<file path="src/rtl/rx_dma_chan_filter_pkg.sv">
// -----------------------------------------------------------------------------
// rx_dma_chan_filter_pkg
// Shared types and constants for the RX DMA channel filter:
//   - state_t        : packet-tracking FSM states
//   - sof_pos_width  : width of the SOF block index (at least 1 bit, so that
//                      REGION_SIZE = 1 still yields a legal port)
//   - META field layout of the packed input metadata {channel, hdr_meta}
// -----------------------------------------------------------------------------
package rx_dma_chan_filter_pkg;

   typedef enum logic [1:0] {
      IDLE = 2'd0,
      PASS = 2'd1,
      DROP = 2'd2
   } state_t;

   localparam int HDR_META_W   = 24;
   localparam int HDR_META_LSB = 0;
   localparam int CHAN_LSB     = 24;

   function automatic int sof_pos_width(input int region_size);
      int w;
      if (region_size > 1) begin
         w = $clog2(region_size);
      end else begin
         w = 1;
      end
      return w;
   endfunction

endpackage

</file>
<file path="src/rtl/rx_dma_chan_filter_sat_cntr.sv">
// -----------------------------------------------------------------------------
// sat_cntr
// Saturating up-counter with synchronous clear.
// When clear and increment coincide, the counter restarts at 1 so that the
// event being counted in the clear cycle is not lost.
// Ports:
//   CLK, RESET : clock, synchronous active-high reset
//   i_inc      : count one event
//   i_clr      : synchronous clear
//   o_value    : current count (sticks at all-ones)
// -----------------------------------------------------------------------------
module sat_cntr #(
   parameter int WIDTH = 32
)(
   input  logic             CLK,
   input  logic             RESET,
   input  logic             i_inc,
   input  logic             i_clr,
   output logic [WIDTH-1:0] o_value
);

   localparam logic [WIDTH-1:0] ONE = {{(WIDTH-1){1'b0}}, 1'b1};

   logic [WIDTH-1:0] r_value;

   // counter register: clear wins over hold, increment stops at all-ones
   always_ff @(posedge CLK) begin
      if (RESET) begin
         r_value <= '0;
      end else if (i_clr) begin
         r_value <= i_inc ? ONE : '0;
      end else if (i_inc && (r_value != '1)) begin
         r_value <= r_value + ONE;
      end else begin
         r_value <= r_value;
      end
   end

   assign o_value = r_value;

endmodule

</file>
<file path="src/rtl/rx_dma_chan_filter.sv">
// -----------------------------------------------------------------------------
// rx_dma_chan_filter
// Sits in front of the RX DMA on the user MFB path (single region). Splits the
// packed metadata into channel and 24-bit header metadata, drops whole packets
// addressed to invalid or disabled channels, counts passed/dropped packets
// (saturating) and presents the surviving words through one registered stage
// with full backpressure.
// Ports:
//   CLK, RESET                  : clock, synchronous active-high reset
//   RX_MFB_*                    : input MFB word, META = {channel, hdr_meta}
//   RX_MFB_DST_RDY              : input ready (free or draining output stage)
//   TX_MFB_DATA/SOF_POS/EOF_POS/SOF/EOF : registered copy of a forwarded word
//   TX_MFB_META_CHAN/HDR_META   : metadata latched at the packet's SOF
//   TX_MFB_SRC_RDY/DST_RDY      : output valid / downstream ready
//   CHAN_ENABLE                 : per-channel enable, sampled at SOF only
//   CNT_CLR                     : synchronous clear of both counters
//   PASS_CNT / DROP_CNT         : forwarded / dropped packet counters
// -----------------------------------------------------------------------------
module rx_dma_chan_filter
   import rx_dma_chan_filter_pkg::*;
#(
   parameter int REGION_SIZE = 8,
   parameter int BLOCK_SIZE  = 8,
   parameter int ITEM_WIDTH  = 8,
   parameter int CHANNELS    = 16,
   parameter int CNTRS_WIDTH = 32
)(
   input  logic                                          CLK,
   input  logic                                          RESET,

   input  logic [REGION_SIZE*BLOCK_SIZE*ITEM_WIDTH-1:0]  RX_MFB_DATA,
   input  logic [HDR_META_W+$clog2(CHANNELS)-1:0]        RX_MFB_META,
   input  logic [sof_pos_width(REGION_SIZE)-1:0]         RX_MFB_SOF_POS,
   input  logic [$clog2(REGION_SIZE*BLOCK_SIZE)-1:0]     RX_MFB_EOF_POS,
   input  logic                                          RX_MFB_SOF,
   input  logic                                          RX_MFB_EOF,
   input  logic                                          RX_MFB_SRC_RDY,
   output logic                                          RX_MFB_DST_RDY,

   output logic [REGION_SIZE*BLOCK_SIZE*ITEM_WIDTH-1:0]  TX_MFB_DATA,
   output logic [$clog2(CHANNELS)-1:0]                   TX_MFB_META_CHAN,
   output logic [HDR_META_W-1:0]                         TX_MFB_META_HDR_META,
   output logic [sof_pos_width(REGION_SIZE)-1:0]         TX_MFB_SOF_POS,
   output logic [$clog2(REGION_SIZE*BLOCK_SIZE)-1:0]     TX_MFB_EOF_POS,
   output logic                                          TX_MFB_SOF,
   output logic                                          TX_MFB_EOF,
   output logic                                          TX_MFB_SRC_RDY,
   input  logic                                          TX_MFB_DST_RDY,

   input  logic [CHANNELS-1:0]                           CHAN_ENABLE,
   input  logic                                          CNT_CLR,
   output logic [CNTRS_WIDTH-1:0]                        PASS_CNT,
   output logic [CNTRS_WIDTH-1:0]                        DROP_CNT
);

   localparam int DATA_W    = REGION_SIZE*BLOCK_SIZE*ITEM_WIDTH;
   localparam int CHAN_W    = $clog2(CHANNELS);
   localparam int SOF_POS_W = sof_pos_width(REGION_SIZE);
   localparam int EOF_POS_W = $clog2(REGION_SIZE*BLOCK_SIZE);
   // enable vector widened to every encodable channel number; the extra
   // entries are zero so channels >= CHANNELS read as disabled
   localparam int EN_EXT_W  = 2**CHAN_W;

   state_t                 r_state;
   state_t                 w_next_state;

   logic                   r_out_vld;
   logic [DATA_W-1:0]      r_data;
   logic [SOF_POS_W-1:0]   r_sof_pos;
   logic [EOF_POS_W-1:0]   r_eof_pos;
   logic                   r_sof;
   logic                   r_eof;
   logic [CHAN_W-1:0]      r_chan;
   logic [HDR_META_W-1:0]  r_hdr_meta;

   logic                   w_dst_rdy;
   logic                   w_acc;
   logic [CHAN_W-1:0]      w_chan;
   logic [HDR_META_W-1:0]  w_hdr_meta;
   logic [EN_EXT_W-1:0]    w_en_ext;
   logic                   w_drop;
   logic                   w_fwd;
   logic                   w_inc_pass;
   logic                   w_inc_drop;

   // Ready ignores the metadata: dropped words stall exactly like passed ones.
   assign w_dst_rdy  = !r_out_vld || TX_MFB_DST_RDY;
   assign w_acc      = RX_MFB_SRC_RDY && w_dst_rdy;

   assign w_chan     = RX_MFB_META[CHAN_LSB +: CHAN_W];
   assign w_hdr_meta = RX_MFB_META[HDR_META_LSB +: HDR_META_W];
   assign w_en_ext   = EN_EXT_W'(CHAN_ENABLE);
   assign w_drop     = !w_en_ext[w_chan];

   // packet-tracking state register
   always_ff @(posedge CLK) begin
      if (RESET) begin
         r_state <= IDLE;
      end else begin
         r_state <= w_next_state;
      end
   end

   // next state, forward decision and counter strobes
   always_comb begin
      w_next_state = r_state;
      w_fwd        = 1'b0;
      w_inc_pass   = 1'b0;
      w_inc_drop   = 1'b0;
      if (w_acc) begin
         if (RX_MFB_SOF) begin
            // any SOF (even inside a packet) starts a fresh decision
            w_fwd      = !w_drop;
            w_inc_pass = !w_drop;
            w_inc_drop = w_drop;
            if (RX_MFB_EOF) begin
               w_next_state = IDLE;
            end else if (w_drop) begin
               w_next_state = DROP;
            end else begin
               w_next_state = PASS;
            end
         end else begin
            case (r_state)
               PASS: begin
                  w_fwd        = 1'b1;
                  w_next_state = RX_MFB_EOF ? IDLE : PASS;
               end
               DROP: begin
                  w_next_state = RX_MFB_EOF ? IDLE : DROP;
               end
               IDLE: begin
                  // orphan word without a preceding SOF: discarded
                  w_next_state = IDLE;
               end
               default: begin
                  w_next_state = IDLE;
               end
            endcase
         end
      end else begin
         w_next_state = r_state;
      end
   end

   // output stage: load forwarded words, retire the held word when taken
   always_ff @(posedge CLK) begin
      if (RESET) begin
         r_out_vld <= 1'b0;
         r_data    <= '0;
         r_sof_pos <= '0;
         r_eof_pos <= '0;
         r_sof     <= 1'b0;
         r_eof     <= 1'b0;
      end else if (w_fwd) begin
         r_out_vld <= 1'b1;
         r_data    <= RX_MFB_DATA;
         r_sof_pos <= RX_MFB_SOF_POS;
         r_eof_pos <= RX_MFB_EOF_POS;
         r_sof     <= RX_MFB_SOF;
         r_eof     <= RX_MFB_EOF;
      end else if (TX_MFB_DST_RDY) begin
         r_out_vld <= 1'b0;
      end else begin
         r_out_vld <= r_out_vld;
      end
   end

   // metadata captured at every accepted SOF and held until the next one;
   // an accepted SOF implies the output stage is free or being drained, so
   // the held word never sees the metadata of a later packet
   always_ff @(posedge CLK) begin
      if (RESET) begin
         r_chan     <= '0;
         r_hdr_meta <= '0;
      end else if (w_acc && RX_MFB_SOF) begin
         r_chan     <= w_chan;
         r_hdr_meta <= w_hdr_meta;
      end else begin
         r_chan     <= r_chan;
         r_hdr_meta <= r_hdr_meta;
      end
   end

   sat_cntr #(
      .WIDTH   (CNTRS_WIDTH)
   ) u_pass_cntr (
      .CLK     (CLK),
      .RESET   (RESET),
      .i_inc   (w_inc_pass),
      .i_clr   (CNT_CLR),
      .o_value (PASS_CNT)
   );

   sat_cntr #(
      .WIDTH   (CNTRS_WIDTH)
   ) u_drop_cntr (
      .CLK     (CLK),
      .RESET   (RESET),
      .i_inc   (w_inc_drop),
      .i_clr   (CNT_CLR),
      .o_value (DROP_CNT)
   );

   assign RX_MFB_DST_RDY       = w_dst_rdy;
   assign TX_MFB_SRC_RDY       = r_out_vld;
   assign TX_MFB_DATA          = r_data;
   assign TX_MFB_SOF_POS       = r_sof_pos;
   assign TX_MFB_EOF_POS       = r_eof_pos;
   assign TX_MFB_SOF           = r_sof;
   assign TX_MFB_EOF           = r_eof;
   assign TX_MFB_META_CHAN     = r_chan;
   assign TX_MFB_META_HDR_META = r_hdr_meta;

endmodule

</file>
<file path="config.mk">
export PLATFORM = sky130hd
export DESIGN_NAME = rx_dma_chan_filter
export DESIGN_NICKNAME = d
export VERILOG_FILES = /design/src/rtl/rx_dma_chan_filter_pkg.sv /design/src/rtl/rx_dma_chan_filter_sat_cntr.sv /design/src/rtl/rx_dma_chan_filter.sv
export SDC_FILE = /design/constraint.sdc
export NUM_CORES = 1
export LEC_CHECK = 0
export BUFFER_PORTS_ARGS = -buffer_cell sky130_fd_sc_hd__buf_4
export CAP_MARGIN = 20
export CORE_AREA = 2 2 461 463
export CTS_CLUSTER_DIAMETER = 80
export DETAILED_ROUTE_END_ITERATION = 10
export DIE_AREA = 0 0 463 465
export PLACE_DENSITY = 0.31
export SLEW_MARGIN = 20
export SYNTH_ARGS = -nofsm -noshare
export SYNTH_HDL_FRONTEND = slang
export SYNTH_SLANG_ARGS = --single-unit
export TNS_END_PERCENT = 5
</file>
<file path="constraint.sdc">
create_clock -name CLK -period 3.4 [get_ports CLK]
set_input_delay 0.17 -clock CLK [delete_from_list [all_inputs] [get_ports CLK]]
set_output_delay 0.17 -clock CLK [all_outputs]
set_load 0.02 [all_outputs]
</file>
==> Word-level counts from Yosys, hierarchy flattened <==
Index checks and enable logic that the tools add are counted.
{ "word_totals": {"reg_bits": 618, "input_bits": 572, "out_inout_bits": 617, "word_cells": 51} }
{ "classes": {"add_sub_neg": 2, "n_lt_le_gt_ge": 1, "eq_ne": 4, "mux": 23, "reduce_logical": 10} }
{ "ops": {"columns": ["cell", "count"], "rows": [
  ["$mux W32", 4],
  ["$add A32 B1 Y32 const B", 2],
  ["$ne A32 B32 Y1 const B", 2],
  ["$mux W1", 13],
  ["$mux W2", 4],
  ["$reduce_bool A2 Y1", 3],
  ["$lt A4 B5 Y1 const B", 1],
  ["$bmux W1 S4", 1],
  ["$logic_and A1 B1 Y1", 4],
  ["$pmux W2 S2", 1],
  ["$eq A2 B1 Y1 const B", 1],
  ["$eq A2 B2 Y1 const B", 1],
  ["$logic_not A1 Y1", 2],
  ["$logic_or A1 B1 Y1", 1]
]} }

==> Depth between registers and ports, before layout <==
{ "depth": {"depth_word": 8, "depth_mapped": 10, "ltp_nobuf": 6} }

==> Cells and area by module <==
A second synthesis with hierarchy kept.
{ "unflattened": {"cells_unflattened": 2844, "area_unflattened_um2": 28066.9} }
{ "modules_own_cells": {"columns": ["module", "n_inst", "cells_each", "area_per_inst_um2"], "rows": [
  ["rx_dma_chan_filter", 1, 2432, 24573.6],
  ["sat_cntr", 2, 206, 1746.7]
]} }

==> Worst setup path after synthesis <==
No wires, ideal clock.
{ "synth_timing": {"path_kind": "in2reg", "startpoint": "input RX_MFB_META[25]", "endpoint": "register u_drop_cntr.r_value[23] (netlist: u_drop_cntr.o_value[23])", "setup_time_ns": 0.070, "t_arrival_ns": 2.713, "required_time_ns": 3.330, "setup_slack_ns": 0.616, "cell_stages": 8, "n_path_buf": 3, "cell_sequence": "buf_2 -> mux4_2 -> mux4_2 -> or4_1 -> buf_2 -> buf_6 -> or4_1 -> a21oi_1"} }
{ "synth_between": {"elab_chain_len": 7} }
{ "synth_lines": {"columns": ["element", "line", "rtl"], "rows": [
  ["start, declared", "rx_dma_chan_filter.sv:32", "input logic [HDR_META_W+$clog2(CHANNELS)-1:0] RX_MFB_META,"],
  ["$bmux W1 S4", "rx_dma_chan_filter.sv:93", "assign w_drop = !w_en_ext[w_chan];"],
  ["$mux W1 (not written as such)", "rx_dma_chan_filter.sv:93", null],
  ["$logic_not A1 Y1", "rx_dma_chan_filter.sv:93", null],
  ["$mux W1", "rx_dma_chan_filter.sv:111", "if (RX_MFB_SOF) begin"],
  ["$mux W1", "rx_dma_chan_filter.sv:110", "if (w_acc) begin"],
  ["$logic_and A1 B1 Y1", "rx_dma_chan_filter_sat_cntr.sv:32", "end else if (i_inc && (r_value != '1)) begin"],
  ["$reduce_bool A2 Y1 (no line)", null, null],
  ["end signal, assigned", "rx_dma_chan_filter_sat_cntr.sv:31", "r_value <= i_inc ? ONE : '0;"],
  ["end signal, assigned", "rx_dma_chan_filter_sat_cntr.sv:33", "r_value <= r_value + ONE;"],
  ["end signal, assigned", "rx_dma_chan_filter_sat_cntr.sv:35", "r_value <= r_value;"],
  ["end, declared", "rx_dma_chan_filter_sat_cntr.sv:24", "logic [WIDTH-1:0] r_value;"]
]} }
Every way passes these cells. The select of a mux whose other input is x is not followed.
A chain may end at the register's enable or synchronous reset.

==> Worst setup path after layout <==
{ "layout_timing": {"startpoint": "input RX_MFB_META[25]", "endpoint": "register r_data[275] (netlist: TX_MFB_DATA[275])"} }
{ "layout_between": {"elab_chain_len": 4} }
{ "layout_lines": {"columns": ["element", "line", "rtl"], "rows": [
  ["$bmux W1 S4", "rx_dma_chan_filter.sv:93", null],
  ["$mux W1 (not written as such)", "rx_dma_chan_filter.sv:93", null],
  ["$mux W1", "rx_dma_chan_filter.sv:111", null],
  ["$mux W1", "rx_dma_chan_filter.sv:110", null],
  ["end signal, assigned", "rx_dma_chan_filter.sv:150", "r_data <= '0;"],
  ["end signal, assigned", "rx_dma_chan_filter.sv:157", "r_data <= RX_MFB_DATA;"],
  ["end, declared", "rx_dma_chan_filter.sv:68", "logic [DATA_W-1:0] r_data;"]
]} }
Every way passes these cells. The select of a mux whose other input is x is not followed.

==> key figures <==
Outcome
  • Status: finished, final reports clean

Power and ir drop
  • VDD IR-drop max: approximately 0.32 mV
  • P_leak: between 15 and 20 nW
  • PD cells: 475 mW/mm²

Critical path
  • R2R setup slack: a little under 600 ps
  • R2r worst-path depth: 9
  • Slowest stage delay, CP: 570 ps
  • Critical Path RT: 4000 ps
  • Crit path max-delay family: buffers and inverters
  • Critical Path End Type: register
  • Worst Path Class, Setup: input port to register
  • Critical path, cell by cell: dlygate4sd3_1, buf_4, mux4_2, mux4_2, buf_4, o21ba_4, buf_12, buf_12, nand2_1, a21oi_1, dlygate4sd3_1
  • Startpoint class of the critical path: input port
  • Arrival time worst endpoint: slightly below 4000 ps
  • Critical-path top delay cell: dlygate4sd3_1
  • Buf+Inv Stages, Crit Path: 6
  • FF-to-FF End: TX_MFB_DATA[275]
  • R2R Path Start: TX_MFB_SRC_RDY
  • Critical Path Fanout Max: 72

Die
  • Die width: 463 µm
  • Core box area: 0.211 mm²
  • IO Count: 1,189
  • Die height: between 400 and 500 µm
  • Starting Density: between 10% and 20%
  • FP Rows: about 170
  • Die area: 0.215 mm²

Finish
  • Fin util: 20.8%
  • Layout cells sized above 1: 30.3%
  • Most frequent cells in the layout: 1,237 x buf_4, 1,154 x nand2_1, 618 x dfxtp_1
  • Most common cell after layout, fill and taps aside: buf_4
  • Fin cells: 7,483
  • P&R area growth vs syn: 94.1%
  • Layout Nets: around 5,200

Hold path
  • Hold path startpoint: RX_MFB_DATA[335]
  • WHS Path Cells: 4
  • Hold EP: TX_MFB_DATA[335]
  • Hold Crit Class: input port to register

Synthesis
  • Yosys warning total: 0
  • Ys flop type: dfxtp_1
  • Mapped Cells: 2,871
  • Synth Area in Adders: 0.222%
  • Number of flops mapped to enable cells by yosys: 0
  • Synth Cell Area: 0.0226 mm²
  • Synth Net Count: 3,447
  • Async set or reset register ratio after synthesis: 0%
  • Yosys reg bits: slightly above 600
  • Unique masters post-synth: 51
  • Synth Area in Compound Gates: about 15%
  • Post-synthesis mux area share: approximately 1.3%
  • Synth Area in XOR/XNOR: less than 1%
  • Simple-Gate Fraction of Synth Area: 24.2%
  • Register area share after synthesis: 54.8%
  • Post-Syn Area per Cell: 7.86 µm²
  • Largest family of logic cells by synthesized area: simple AND/OR/NAND/NOR gates

Clocking
  • Clk buf depth: 3
  • Worst-Skew Late Latency: 710 ps
  • Reg clk slew, reported paths: 60 ps
  • CTS tree: done
  • TritonCTS Buffers: 88
  • CTS resizes: 0
  • Clock root buffer: clkbuf_16
  • Sink Count: 618
  • # H-tree levels: 3

Timing
  • Worst slew pin tran: 1020 ps
  • Final Skew: 44.1 ps
  • Sum Neg Setup Slack: 0 ps
  • Part of the cycle the worst path needs: 95.9%
  • Final setup viols: 0
  • Final WS setup: around 140 ps
  • Final Max Tran Viols: 0
  • Final min period: 3260 ps
  • Relative slew slack: 32.1%
  • RSZ-0062 raised after global routing: no
  • Final Hold Fails: 0
  • Fmax achieved: ~310 MHz
  • Worst hold margin: 240 ps

Detailed routing
  • DRT antenna net count: 0
  • Wirelength per Cell: 20.2 µm
  • Vias/cell: around 3.6
  • Initial DRC Count: 1,349
  • Detailed Routing Iterations Pass 1: 5
  • WL final: 151,000 µm
  • Remaining DRCs: 0
  • Vias: 26,800

Global routing
  • Pin count of the biggest net entering global routing: roughly 140
  • First-pass GRT wire length: between 200,000 and 250,000 µm
  • Initial antenna violation count: 39
  • GRT Util Overall: 13.3%
  • Congestion Overflow GR: 0
  • Number of global-route vias before repair: 27,000

Job
  • Max Cap Violations: 0

Place
  • DP HPWL: 119,000 µm
  • Inst Count DP: 6,730
  • DP Worst Slack: 419 ps
  • Placer Congestion: 0.876
  • Port Buffers: 1,188
[how the worst max path moves through the flow]
stage / cells after the start / startpoint / slack (ps) / endpoint
6_report: 11 / RX_MFB_META[25] / 140 / TX_MFB_DATA[275]
5_1_grt: 11 / RX_MFB_META[25] / 100 / TX_MFB_DATA[275]
4_1_cts: 11 / RX_MFB_META[25] / 180 / TX_MFB_DATA[190]
3_5_place_dp: 6 / RX_MFB_META[25] / 420 / u_drop_cntr.o_value[25]
3_3_place_gp: 7 / RX_MFB_META[25] / 430 / u_drop_cntr.o_value[12]
2_1_floorplan: 8 / RX_MFB_META[25] / 620 / u_drop_cntr.o_value[23]
[power by group]
group	leakage, nW	switching [mW]	internal (mW)
Clock	1.42	3.88	5.56
Combinational	11.3	1.93	1.64
Sequential	5.03	0.222	7.60
Total	17.8	6.04	14.8
[cell usage after synthesis, drive strengths merged, types with 2 or more instances]
| cell | n | area share (%) |
|---|---|---|
| a21oi | 584 | 13 |
| mux2i | 18 | 0.80 |
| o21a | 5 | 0.17 |
| nor2 | 15 | 0.25 |
| or4 | 25 | 0.83 |
| nand4 | 15 | 0.42 |
| nor3 | 8 | 0.18 |
| inv | 11 | 0.18 |
| o211ai | 3 | 0.10 |
| nor4 | 24 | 0.67 |
| dfxtp | 618 | 55 |
| nand4b | 2 | 0.078 |
| and3 | 7 | 0.19 |
| o41ai | 6 | 0.23 |
| or3 | 26 | 0.72 |
| nand2 | 1154 | 19 |
| o2111ai | 3 | 0.12 |
| ha | 4 | 0.22 |
| o21ai | 7 | 0.16 |
| nor4b | 2 | 0.078 |
| and2 | 3 | 0.083 |
| buf | 11 | 0.23 |
| o31a | 5 | 0.19 |
| nand3 | 32 | 0.71 |
| mux4 | 5 | 0.50 |
| o31ai | 25 | 0.83 |
| or2 | 2 | 0.055 |
| a41o | 5 | 0.22 |
| a31oi | 6 | 0.17 |
| and4 | 14 | 0.54 |
| clkbuf | 208 | 3.5 |
| o311ai | 4 | 0.16 |
| nor3b | 2 | 0.066 |
[tightest hold or removal path, stage by stage]
cell	delay, ps
dlygate4sd3_1	520
buf_4	100
nand2_1	40
a21oi_1	100
[layout make-up]
class                           instances  area, µm²
Multi-Input combinational cell       2023       9370
Clock buffer                          125       2520
Antenna cell                           15       37.5
Tap cell                             2821       3530
Clock inverter                         27        382
Inverter                               11       41.3
Sequential cell                       618      12400
Fill cell                           23800     167000
Timing Repair Buffer                 1843      15600
[per-stage QoR]
stage / area (µm²) / power [mW]
finish: 43800 / 20.8
global route: 43800 / 21.8
CTS: 43800 / 21.3
detailed placement: 35000 / 11.0
global placement: 35000 / 11.0
floorplan: 22600 / 9.17
[per-layer routing]
layer,global-route usage (%),routed length (µm)
met1,15.9,62400
met2,21.4,69000
met3,5.68,14600
met4,4.52,4890
met5,0,122
[what timing repair did]
item	in CTS	in global routing
buffers inserted	0	1
hold buffers	584	0
endpoints found under the hold margin	572	0
setup endpoints to repair	0	7
[sequential cells by signal (all words and copies together), names as in the netlist]
signal	flops
TX_MFB_SRC_RDY	1
TX_MFB_SOF_POS	3
TX_MFB_META_CHAN	4
TX_MFB_META_HDR_META	24
TX_MFB_EOF_POS	6
TX_MFB_DATA	512
u_pass_cntr.o_value	32
TX_MFB_SOF	1
TX_MFB_EOF	1
r_state	2
u_drop_cntr.o_value	32
[cell families (layout without fill, tap and decap cells)]
group | count (synthesis) | count (layout)
AO/OA/AOI/OAI | 658 | 658
XOR/XNOR | 1 | 1
adder cells (fa/ha/maj) | 4 | 4
buffers and inverters | 230 | 2006
flip-flops | 618 | 618
multiplexers | 24 | 24
other | 0 | 15
AND/OR/NAND/NOR | 1336 | 1336
Note: power is estimated with default switching activity, not from simulation.
